### config.mk
export PLATFORM = sky130hd
export DESIGN_NAME = stbxfer_sched_flat
export DESIGN_NICKNAME = d
export VERILOG_FILES = /design/src/rtl/stbxfer_sched_pkg.sv /design/src/rtl/stbxfer_sched_if.sv /design/src/rtl/stbxfer_rrarb.sv /design/src/rtl/stbxfer_sched.sv /design/src/flat_wrapper.sv
export SDC_FILE = /design/constraint.sdc
export NUM_CORES = 1
export LEC_CHECK = 0
export BUFFER_PORTS_ARGS = -buffer_cell sky130_fd_sc_hd__buf_2
export CORE_ASPECT_RATIO = 1.1
export CORE_MARGIN = 10
export CORE_UTILIZATION = 37
export DETAILED_ROUTE_END_ITERATION = 10
export PLACE_DENSITY_LB_ADDON = 0.2
export SLEW_MARGIN = 25
export SYNTH_ARGS = -nofsm -noshare
export SYNTH_HDL_FRONTEND = slang
export SYNTH_HIERARCHICAL = 1
export SYNTH_SLANG_ARGS = --single-unit
### constraint.sdc
create_clock -name i_clk -period 1.7 [get_ports i_clk]
set_input_delay 0.34 -clock i_clk [delete_from_list [all_inputs] [get_ports i_clk]]
set_output_delay 0.34 -clock i_clk [all_outputs]
set_load 0.1 [all_outputs]
### src/rtl/stbxfer_sched_pkg.sv
// stbxfer_sched_pkg
//   Shared types and constants for the strobe-transfer scheduler.
//   - state_t      : scheduler FSM states
//   - DEF_HOLDOFF  : holdoff value loaded at reset
//   - tag_width()  : minimum tag width able to index n requesters
package stbxfer_sched_pkg;

    typedef enum logic {
        IDLE = 1'b0,
        HOLD = 1'b1
    } state_t;

    localparam int DEF_HOLDOFF = 8;

    function automatic int tag_width(input int n);
        return (n <= 1) ? 1 : $clog2(n);
    endfunction

endpackage

### src/rtl/stbxfer_sched_if.sv
// stbxfer_sched_if
//   Bundles the requester/config side and the transfer-channel side of the
//   scheduler. Signal names keep their direction prefixes as seen from the
//   scheduler.
//   Ports (slave = scheduler view):
//     i_req         in   NREQ    single-cycle event pulses
//     i_cfg_wr      in   1       load i_cfg_holdoff
//     i_cfg_holdoff in   LGHOLD  new holdoff value
//     i_ovf_clr     in   NREQ    clear sticky overflow flags
//     o_stb         out  1       one-cycle strobe to the channel
//     o_tag         out  TAGW    index of the granted requester
//     o_busy        out  1       holdoff in progress
//     o_pending     out  NREQ    queued, ungranted events
//     o_overflow    out  NREQ    sticky coalesce flags
interface stbxfer_sched_if #(
    parameter int NREQ   = 4,
    parameter int TAGW   = 2,
    parameter int LGHOLD = 4
);
    logic [NREQ-1:0]   i_req;
    logic              i_cfg_wr;
    logic [LGHOLD-1:0] i_cfg_holdoff;
    logic [NREQ-1:0]   i_ovf_clr;
    logic              o_stb;
    logic [TAGW-1:0]   o_tag;
    logic              o_busy;
    logic [NREQ-1:0]   o_pending;
    logic [NREQ-1:0]   o_overflow;

    modport master (
        output i_req, i_cfg_wr, i_cfg_holdoff, i_ovf_clr,
        input  o_stb, o_tag, o_busy, o_pending, o_overflow
    );

    modport slave (
        input  i_req, i_cfg_wr, i_cfg_holdoff, i_ovf_clr,
        output o_stb, o_tag, o_busy, o_pending, o_overflow
    );
endinterface

### src/rtl/stbxfer_rrarb.sv
// stbxfer_rrarb
//   Combinational round-robin priority search. Finds the first set bit of
//   pending starting at (last_grant+1) mod NREQ, wrapping around.
//   Ports:
//     pending     in   NREQ  request vector
//     last_grant  in   TAGW  most recently granted index
//     grant       out  TAGW  selected index (0 when valid is low)
//     valid       out  1     at least one pending bit was found
module stbxfer_rrarb
    import stbxfer_sched_pkg::*;
#(
    parameter int NREQ = 4,
    parameter int TAGW = 2
) (
    input  logic [NREQ-1:0] pending,
    input  logic [TAGW-1:0] last_grant,
    output logic [TAGW-1:0] grant,
    output logic            valid
);

    // Two passes with constant indices: first the indices above last_grant,
    // then wrap and take anything from 0 upward.
    always_comb begin
        grant = '0;
        valid = 1'b0;
        for (int i = 0; i < NREQ; i++) begin
            if (!valid && pending[i] && (i > int'(last_grant))) begin
                valid = 1'b1;
                grant = TAGW'(i);
            end
        end
        for (int i = 0; i < NREQ; i++) begin
            if (!valid && pending[i]) begin
                valid = 1'b1;
                grant = TAGW'(i);
            end
        end
    end

endmodule

### src/rtl/stbxfer_sched.sv
// stbxfer_sched
//   Shares one cross-domain strobe-transfer channel among NREQ requesters.
//   Events are queued in a pending vector, arbitrated round-robin, and issued
//   one strobe at a time, each followed by a programmable holdoff that covers
//   the channel round trip. o_tag stays stable from one grant to the next.
//   Optional build macro: STBXFER_SCHED_OVERFLOW_EN adds sticky per-requester
//   coalesce flags; without it o_overflow is 0 and i_ovf_clr is ignored.
//   Ports:
//     i_clk      in   1   source-domain clock
//     i_reset_n  in   1   asynchronous active-low reset
//     bus        slave modport of stbxfer_sched_if (requests, config,
//                strobe/tag, status)
//
//   state | meaning
//   ------+------------------------------------------------------------
//   IDLE  | no strobe in flight; grants immediately when pending != 0
//   HOLD  | strobe issued in first cycle; counts holdoff down to 0
module stbxfer_sched #(
    parameter int NREQ        = 4,
    parameter int TAGW        = stbxfer_sched_pkg::tag_width(NREQ),
    parameter int LGHOLD      = 4,
    parameter int DEF_HOLDOFF = stbxfer_sched_pkg::DEF_HOLDOFF
) (
    input logic             i_clk,
    input logic             i_reset_n,
    stbxfer_sched_if.slave  bus
);
    import stbxfer_sched_pkg::*;

    state_t            state_q, state_d;
    logic [NREQ-1:0]   pending_q, pending_d;
    logic [NREQ-1:0]   gnt_oh;
    logic [TAGW-1:0]   last_grant_q, last_grant_d;
    logic [TAGW-1:0]   tag_q, tag_d;
    logic              stb_q, stb_d;
    logic [LGHOLD-1:0] holdoff_q;
    logic [LGHOLD-1:0] cnt_q, cnt_d;
    logic [TAGW-1:0]   arb_idx;
    logic              arb_vld;
    logic              grant_en;

    stbxfer_rrarb #(
        .NREQ (NREQ),
        .TAGW (TAGW)
    ) u_arb (
        .pending    (pending_q),
        .last_grant (last_grant_q),
        .grant      (arb_idx),
        .valid      (arb_vld)
    );

    assign grant_en = (state_q == IDLE) && arb_vld;
    assign gnt_oh   = grant_en ? ({{(NREQ-1){1'b0}}, 1'b1} << arb_idx) : '0;

    // A request arriving in its own grant cycle survives: clear first, then set.
    assign pending_d = (pending_q & ~gnt_oh) | bus.i_req;

    always_ff @(posedge i_clk or negedge i_reset_n) begin
        if (!i_reset_n) begin
            state_q      <= IDLE;
            pending_q    <= '0;
            last_grant_q <= TAGW'(NREQ - 1);
            tag_q        <= '0;
            stb_q        <= 1'b0;
            cnt_q        <= '0;
        end else begin
            state_q      <= state_d;
            pending_q    <= pending_d;
            last_grant_q <= last_grant_d;
            tag_q        <= tag_d;
            stb_q        <= stb_d;
            cnt_q        <= cnt_d;
        end
    end

    always_comb begin
        state_d      = state_q;
        stb_d        = 1'b0;
        cnt_d        = cnt_q;
        tag_d        = tag_q;
        last_grant_d = last_grant_q;
        case (state_q)
            IDLE: begin
                if (arb_vld) begin
                    state_d      = HOLD;
                    stb_d        = 1'b1;
                    tag_d        = arb_idx;
                    last_grant_d = arb_idx;
                    cnt_d        = holdoff_q;
                end
            end
            HOLD: begin
                if (cnt_q == '0) begin
                    state_d = IDLE;
                end else begin
                    cnt_d = cnt_q - LGHOLD'(1);
                end
            end
            default: state_d = IDLE;
        endcase
    end

    // The running count was captured at grant time, so a write here only
    // affects the next grant.
    always_ff @(posedge i_clk or negedge i_reset_n) begin
        if (!i_reset_n) begin
            holdoff_q <= LGHOLD'(DEF_HOLDOFF);
        end else if (bus.i_cfg_wr) begin
            holdoff_q <= bus.i_cfg_holdoff;
        end
    end

`ifdef STBXFER_SCHED_OVERFLOW_EN
    logic [NREQ-1:0] overflow_q;

    // Set on a request that merges into an already-pending, ungranted event;
    // set takes priority over a same-cycle clear.
    always_ff @(posedge i_clk or negedge i_reset_n) begin
        if (!i_reset_n) begin
            overflow_q <= '0;
        end else begin
            overflow_q <= (overflow_q & ~bus.i_ovf_clr)
                        | (bus.i_req & pending_q & ~gnt_oh);
        end
    end

    assign bus.o_overflow = overflow_q;
`else
    logic unused_ovf_clr;
    assign unused_ovf_clr = ^bus.i_ovf_clr;
    assign bus.o_overflow = '0;
`endif

    assign bus.o_stb     = stb_q;
    assign bus.o_tag     = tag_q;
    assign bus.o_busy    = (state_q == HOLD);
    assign bus.o_pending = pending_q;

endmodule

### src/flat_wrapper.sv
// flat-port wrapper written by rule: the top's interface ports become plain ports
module stbxfer_sched_flat import stbxfer_sched_pkg::*;
#(
    parameter int NREQ        = 4,
    parameter int TAGW        = stbxfer_sched_pkg::tag_width(NREQ),
    parameter int LGHOLD      = 4,
    parameter int DEF_HOLDOFF = stbxfer_sched_pkg::DEF_HOLDOFF
)
  (i_clk, i_reset_n, bus_i_req, bus_i_cfg_wr, bus_i_cfg_holdoff, bus_i_ovf_clr, bus_o_stb, bus_o_tag, bus_o_busy, bus_o_pending, bus_o_overflow);
  stbxfer_sched_if #(.NREQ(NREQ), .TAGW(TAGW), .LGHOLD(LGHOLD)) bus_i ();
  input logic i_clk;
  input logic i_reset_n;
  input wire logic [$bits(bus_i.i_req)-1:0] bus_i_req;
  input wire logic [$bits(bus_i.i_cfg_wr)-1:0] bus_i_cfg_wr;
  input wire logic [$bits(bus_i.i_cfg_holdoff)-1:0] bus_i_cfg_holdoff;
  input wire logic [$bits(bus_i.i_ovf_clr)-1:0] bus_i_ovf_clr;
  output wire logic [$bits(bus_i.o_stb)-1:0] bus_o_stb;
  output wire logic [$bits(bus_i.o_tag)-1:0] bus_o_tag;
  output wire logic [$bits(bus_i.o_busy)-1:0] bus_o_busy;
  output wire logic [$bits(bus_i.o_pending)-1:0] bus_o_pending;
  output wire logic [$bits(bus_i.o_overflow)-1:0] bus_o_overflow;
  assign bus_i.i_req = bus_i_req;
  assign bus_i.i_cfg_wr = bus_i_cfg_wr;
  assign bus_i.i_cfg_holdoff = bus_i_cfg_holdoff;
  assign bus_i.i_ovf_clr = bus_i_ovf_clr;
  assign bus_o_stb = bus_i.o_stb;
  assign bus_o_tag = bus_i.o_tag;
  assign bus_o_busy = bus_i.o_busy;
  assign bus_o_pending = bus_i.o_pending;
  assign bus_o_overflow = bus_i.o_overflow;
  stbxfer_sched #(.NREQ(NREQ), .TAGW(TAGW), .LGHOLD(LGHOLD), .DEF_HOLDOFF(DEF_HOLDOFF)) u_core (.i_clk(i_clk), .i_reset_n(i_reset_n), .bus(bus_i));
endmodule
Word level (Yosys, flattened, before mapping). Cells that the tools add are included.

Add/subtract/negate cells: 1. $mul: 0. Divide/modulo/power cells: 0. $lt $le $gt $ge: 3. Equal/unequal tests: 2. Shifts and indexed selects: 1. Mux-type cells: 22. Bitwise operators: 4. Reductions and logical operators: 19.

Operators by type and width (count): two-way mux 2 bit (6); two-way mux 4 bit (3); two-way mux 1 bit (11); logical AND 1 bit (10); one-hot mux 4 bit (2 select lines) (1); logical NOT 1 bit (6); bitwise AND 4 bit (1); > comparator 2 bit, first input constant (2); logical NOT 4 bit (1); NOT 4 bit (1); OR 4 bit (1); AND reduction 2 bit (2); << shifter 1 x 2 -> 4 bit, first input constant (1); subtractor 4 x 1 -> 4 bit, second input constant (1); > comparator 1 x 2 -> 1 bit, first input constant (1); inequality test 2 x 1 -> 1 bit, second input constant (1); inequality test 2 bit, second input constant (1); one-hot mux 1 bit (2 select lines) (1); NOT 1 bit (1).

Flip-flop bits (word level): 18. Latch bits: 0. Bits in writable memories: 0. ROM bits: 0. Input port bits: 15. Logic and storage cells: 59. Memories kept: 0.

Longest topological paths before layout.
Word-level depth: 28. Mapped depth: 6. Gate-level depth less buffers: 6.

Hierarchy. The synthesis kept the hierarchy.

Modules (own cells, without submodules): stbxfer_sched (instances 1, cells an instance 73, area an instance 809.5 µm²); stbxfer_rrarb (instances 1, cells an instance 14, area an instance 81.3 µm²).

Least setup slack after synthesis. Ideal clock, no wire load.

Kind: reg-to-reg. Start point: reg u_core.pending_q[1], in the netlist u_core/bus.o_pending[1]. End point: reg u_core.pending_q[3], in the netlist u_core/bus.o_pending[3]. Library setup time: 0.120 ns. Arrival time: 1.811 ns. Data required time: 1.580 ns. Setup slack: -0.231 ns. Cell stages (with the launch flop): 6. Clock period less this slack: 1.931 ns. Cell sequence: dfrtp_1 nor2b_1 a21oi_1 o221ai_2 nand3_1 a21o_1.

Longest elaborated chain between the ends: 27.

RTL lines: start, declared (RTL line stbxfer_sched.sv:31) `logic [NREQ-1:0] pending_q, pending_d;`; start signal, assigned (RTL line stbxfer_sched.sv:68) `pending_q <= pending_d;`; logical AND 1 bit (RTL line stbxfer_rrarb.sv:27) `if (!valid && pending[i] && (i > int'(last_grant))) begin`; two-way mux 1 bit (RTL line stbxfer_rrarb.sv:27); logical NOT 1 bit (RTL line stbxfer_rrarb.sv:27); logical AND 1 bit (2 in a row) (RTL line stbxfer_rrarb.sv:27); two-way mux 1 bit (RTL line stbxfer_rrarb.sv:27); logical NOT 1 bit (RTL line stbxfer_rrarb.sv:27); logical AND 1 bit (2 in a row) (RTL line stbxfer_rrarb.sv:27); two-way mux 1 bit (RTL line stbxfer_rrarb.sv:27); (+11 left out); two-way mux 2 bit * (RTL line stbxfer_rrarb.sv:33) `if (!valid && pending[i]) begin`; via u_core.arb_idx[0] (RTL line stbxfer_sched.sv:38) `logic [TAGW-1:0] arb_idx;`; << shifter 1 x 2 -> 4 bit * (RTL line stbxfer_sched.sv:53) `assign gnt_oh = grant_en ? ({{(NREQ-1){1'b0}}, 1'b1} << arb_idx) : '0;`; two-way mux 4 bit * (RTL line stbxfer_sched.sv:53); NOT 4 bit * (RTL line stbxfer_sched.sv:56) `assign pending_d = (pending_q & ~gnt_oh) | bus.i_req;`; bitwise AND 4 bit * (RTL line stbxfer_sched.sv:56); OR 4 bit * (RTL line stbxfer_sched.sv:56); via u_core.pending_d[3] (RTL line stbxfer_sched.sv:31).

Mark *: on every way through the listed nets, which the timed path passes. The rest lies on a longest branch. A chain may end at the register's enable or synchronous reset.

Worst setup path in the final report.
Start point: reg u_core.state_q, in the netlist u_core/bus.o_busy. End point: out bus_o_busy.

RTL lines: start, declared (RTL line stbxfer_sched.sv:30) `state_t state_q, state_d;`; start signal, assigned (RTL line stbxfer_sched.sv:67) `state_q <= state_d;`; end, declared (RTL line flat_wrapper.sv:19) `output wire logic [$bits(bus_i.o_busy)-1:0] bus_o_busy;`.

No word-level cell between the ends.

==> out/results.txt <==
The run finished with clean final reports. Yosys mapped a number of flops with a built-in enable equal to 0. The number of max-slew violations in the final report was 0; the number of max-cap violations was 0. In this run, the number of DRC markers left after iteration 0 of detailed routing was 27.

Routability-driven placement finished with a final weighted congestion of 0.719. The quantity of I/O buffers inserted on ports is 18, and the upper clock frequency limit is 627 MHz. Number of global-route vias before repair: 676. The die is 66.8 um wide. The worst setup path is captured at an output port.

Ranked by total cell area, the synthesized netlist is headed by dfrtp_1, dfstp_2, nand2_1, mux2i_1, nand2b_1. Entering global routing, the biggest net connects 19 pins. Summed over all nets, wire length on met2 after detailed routing comes to 925 um. After floorplanning, the core was divided into 18 placement rows. For the final routed database, the setup TNS stands at 0 ns. The worst setup path is launched from a register.

The first global-routing pass estimated 2990 um of wire. The overall via count from detail_route was 677; the average footprint of a synthesized cell was 10.2 um^2. The clock share of power came out at 13.3%. Wires add up to 1850 um.

The run gives 0 as the number of setup violations in the final report. The run gives 0 as the count of nets left with antenna violations after detail routing. Counting instances in the post-synthesis netlist gives the leading cell types as dfrtp_1, nand2_1, nand2b_1.

Setup repair after global routing left no endpoint under its margin. Kind of cell adding the most delay to the critical path: flip-flops. The design draws 2.00 mW. The logs give 1 for the number of H-tree levels and 1410 um for the half-perimeter wire length after detailed placement.

Walking the worst path, the cells encountered are buf_2. Share of synthesized area occupied by flip-flops and latches: 51.0%. Total of flip-flops plus latches after synthesis: 18.

The tools report the number of top-level pins as 27. For this configuration, the core starts out at a cell density of 39.2%. Number of diodes: 0. The tightest min-delay check is of the in -> reg type.

The synthesized netlist occupies a cell area of 891 um^2. The die covers 4770 um^2. Compared with the post-synthesis result, the final layout area differs by 18.4%. IR analysis of the VDD net gives a maximum drop of 0.873 mV. Counting flops with an async set or reset pin after synthesis yields a share of 100%. The floorplan step set the die height to 71.5 um. The multi-input combinational cells in the finished layout cover a total of 392 um^2. The internal power of the cells totals 1.01 mW. The worst hold margin was 0.219 ns; the post-layout instance count excluding filler cells was 139. Across the whole layout, storage elements account for 460 um^2. In the final routing, the length of wire on met1 measures 783 um.

The combined buffer and inverter count along the critical path was 1; the insertion delay of the later-clocked pin in the worst-skew pair was 0.29 ns. Once layout is complete, the utilization of the core stands at 46.4%. Per report_power, the combinational group accounts for 50.3% of the total. The routed wire length per instance is 13.3 um.

For this design the ratio of total power to cell area is 1890 nW/um^2. The critical path is of the reg -> out type. For the arrival time at the worst endpoint, the log shows 1.25 ns.

TritonCTS built the clock tree. The final critical path takes up 93.8% of the cycle. Remaining routing DRC violations: 0.

The cell taking the most area after synthesis was dfrtp_1. Number of hold violations in the final report: 0. The routed via count divided by cell count is 4.87.

The analysis attributes to cell leakage a power of 0.489 nW. The share of Yosys cell area claimed by the top area cell type works out to 42.1%. Routed signal wires occupy layers up through met4. The delay of the slowest cell on the worst path is 0.49 ns, and the number of cells after detailed placement is 134.

The number of cells produced by synthesis is 87. Most common cell in the synthesized netlist: dfrtp_1. For this design, the sink count on the clock tree is 18. For the number of buffers created by CTS, the log shows 3.

Along the worst path, the maximum fanout reaches 12. Post-cts sizing count: 0. Sequential cells burn 36.4% of the power. Counting the fill cells in the layout gives 244. Net switching is 49.6% of the power. In the global route stage, overall resource usage came out at 7.97%. The first detailed-routing pass ran for 4 iterations. At the end of the flow, the number of nets in the layout was 127. STA puts the critical path data required time at 1.36 ns.

Global routing finished with a remaining overflow of 0. The clock arrives with 0.00637 ns of skew. The most used flip-flop cell after synthesis is dfrtp_1. The clock passes through at most 2 buffers. The logs give 0 for the number of antenna violations at the first check in global routing and 2270 um^2 for the area of the core. The post-route minimum period is 1.59 ns, and the number of distinct library cell variants in the gate-level netlist after synthesis is 29.

Yosys printed 6 warnings. The power dissipated by switching net loads was 992 uW. For the met3 routed wirelength, the log shows 115 um. Fraction of layout instances using a drive strength above 1: 31.2%. The clock transition at the registers of the reported paths came out at 0.11 ns. For this design, the slowest cell found on the critical path is dfrtp_2. The root buffer cell chosen for the clock tree is clkbuf_4.
-- what timing repair did --
| item | CTS | global route |
|---|---|---|
| hold buffers | 1 | 0 |
| hold endpoints to repair | 15 | 0 |
| setup buffers | 0 | 0 |
-- final timing paths --
check,from,end,slack [ns],cells after the start
worst max-delay path,u_core/bus.o_busy,bus_o_busy,0.11,1
worst min-delay path,bus_i_req[1],u_core/bus.o_pending[1],0.22,2
worst max register to register,u_core/last_grant_q[1],u_core/bus.o_pending[0],0.23,4
worst min register to register,u_core/bus.o_tag[1],u_core/bus.o_tag[1],0.49,2
max in group asynchronous,i_reset_n,u_core/holdoff_q[3],0.87,2
min in group asynchronous,i_reset_n,u_core/bus.o_pending[1],0.50,2
-- power by group through the flow --
stage | Clock, mW | Combinational (mW) | Sequential [mW]
after global routing | 0.290 | 1.09 | 0.755
after global placement | 0 | 0.992 | 0.732
final | 0.265 | 1.01 | 0.728
after CTS | 0.279 | 1.02 | 0.729
after detailed placement | 0 | 1.01 | 0.739
after floorplan | 0 | 0.479 | 1.08
-- state kept, by name, summed over array words and instances, names as in the netlist --
name,cells
u_core/bus.o_tag,2
u_core/bus.o_stb,1
u_core/holdoff_q,4
u_core/bus.o_pending,4
u_core/cnt_q,4
u_core/bus.o_busy,1
u_core/last_grant_q,2
-- logic make-up (layout without fill, tap and decap cells) --
kind of cell | after synthesis | count (layout) | share of synthesized area (%)
fa+ha+maj | 2 | 2 | 2.81
compound gates | 15 | 15 | 11.2
buf+inv | 10 | 29 | 6.32
simple gates | 34 | 34 | 19.9
flops | 18 | 18 | 51.0
mux | 7 | 7 | 8.29
other cells | 1 | 4 | 0.421
-- layer usage --
| metal | global-route usage (%) | vias up |
|---|---|---|
| met5 | 0 | - |
| met4 | 2.10 | 0 |
| met3 | 4.35 | 4 |
| met2 | 13.5 | 17 |
| met1 | 8.25 | 323 |
| li1 | - | 333 |
-- area by class of cell --
type / instances / share of cell area, %
Inverter: 5 / 2.02
Tap cell: 30 / 3.56
Sequential cell: 18 / 43.7
Clock buffer: 4 / 3.44
Timing Repair Buffer: 20 / 10.2
Multi-Input combinational cell: 62 / 37.1
-- through the flow --
step                      setup WS, ns  area, um^2
after global placement           0.241        1010
final                            0.105        1050
after detailed placement         0.234        1010
after floorplan                 0.0890         908
after CTS                       0.0752        1050
after global routing            0.0445        1050
-- layout by cell type (no fill, tap or decap), types with 2 or more instances in the layout --
cell type and n:
dfrtp_2 5, conb_1 4, a21o_1 2, dfrtp_1 10
nand3_1 3, mux2_1 3, buf_2 18, clkbuf_4 3
nor2_1 2, a21oi_1 4, o21ai_0 2, mux2i_1 4
nand3b_1 3, inv_1 4, nand2_1 14, a31oi_1 2
ha_1 2, dfstp_2 3, nand2b_1 6, nor2b_1 2
(Power assumes the default switching activity.)
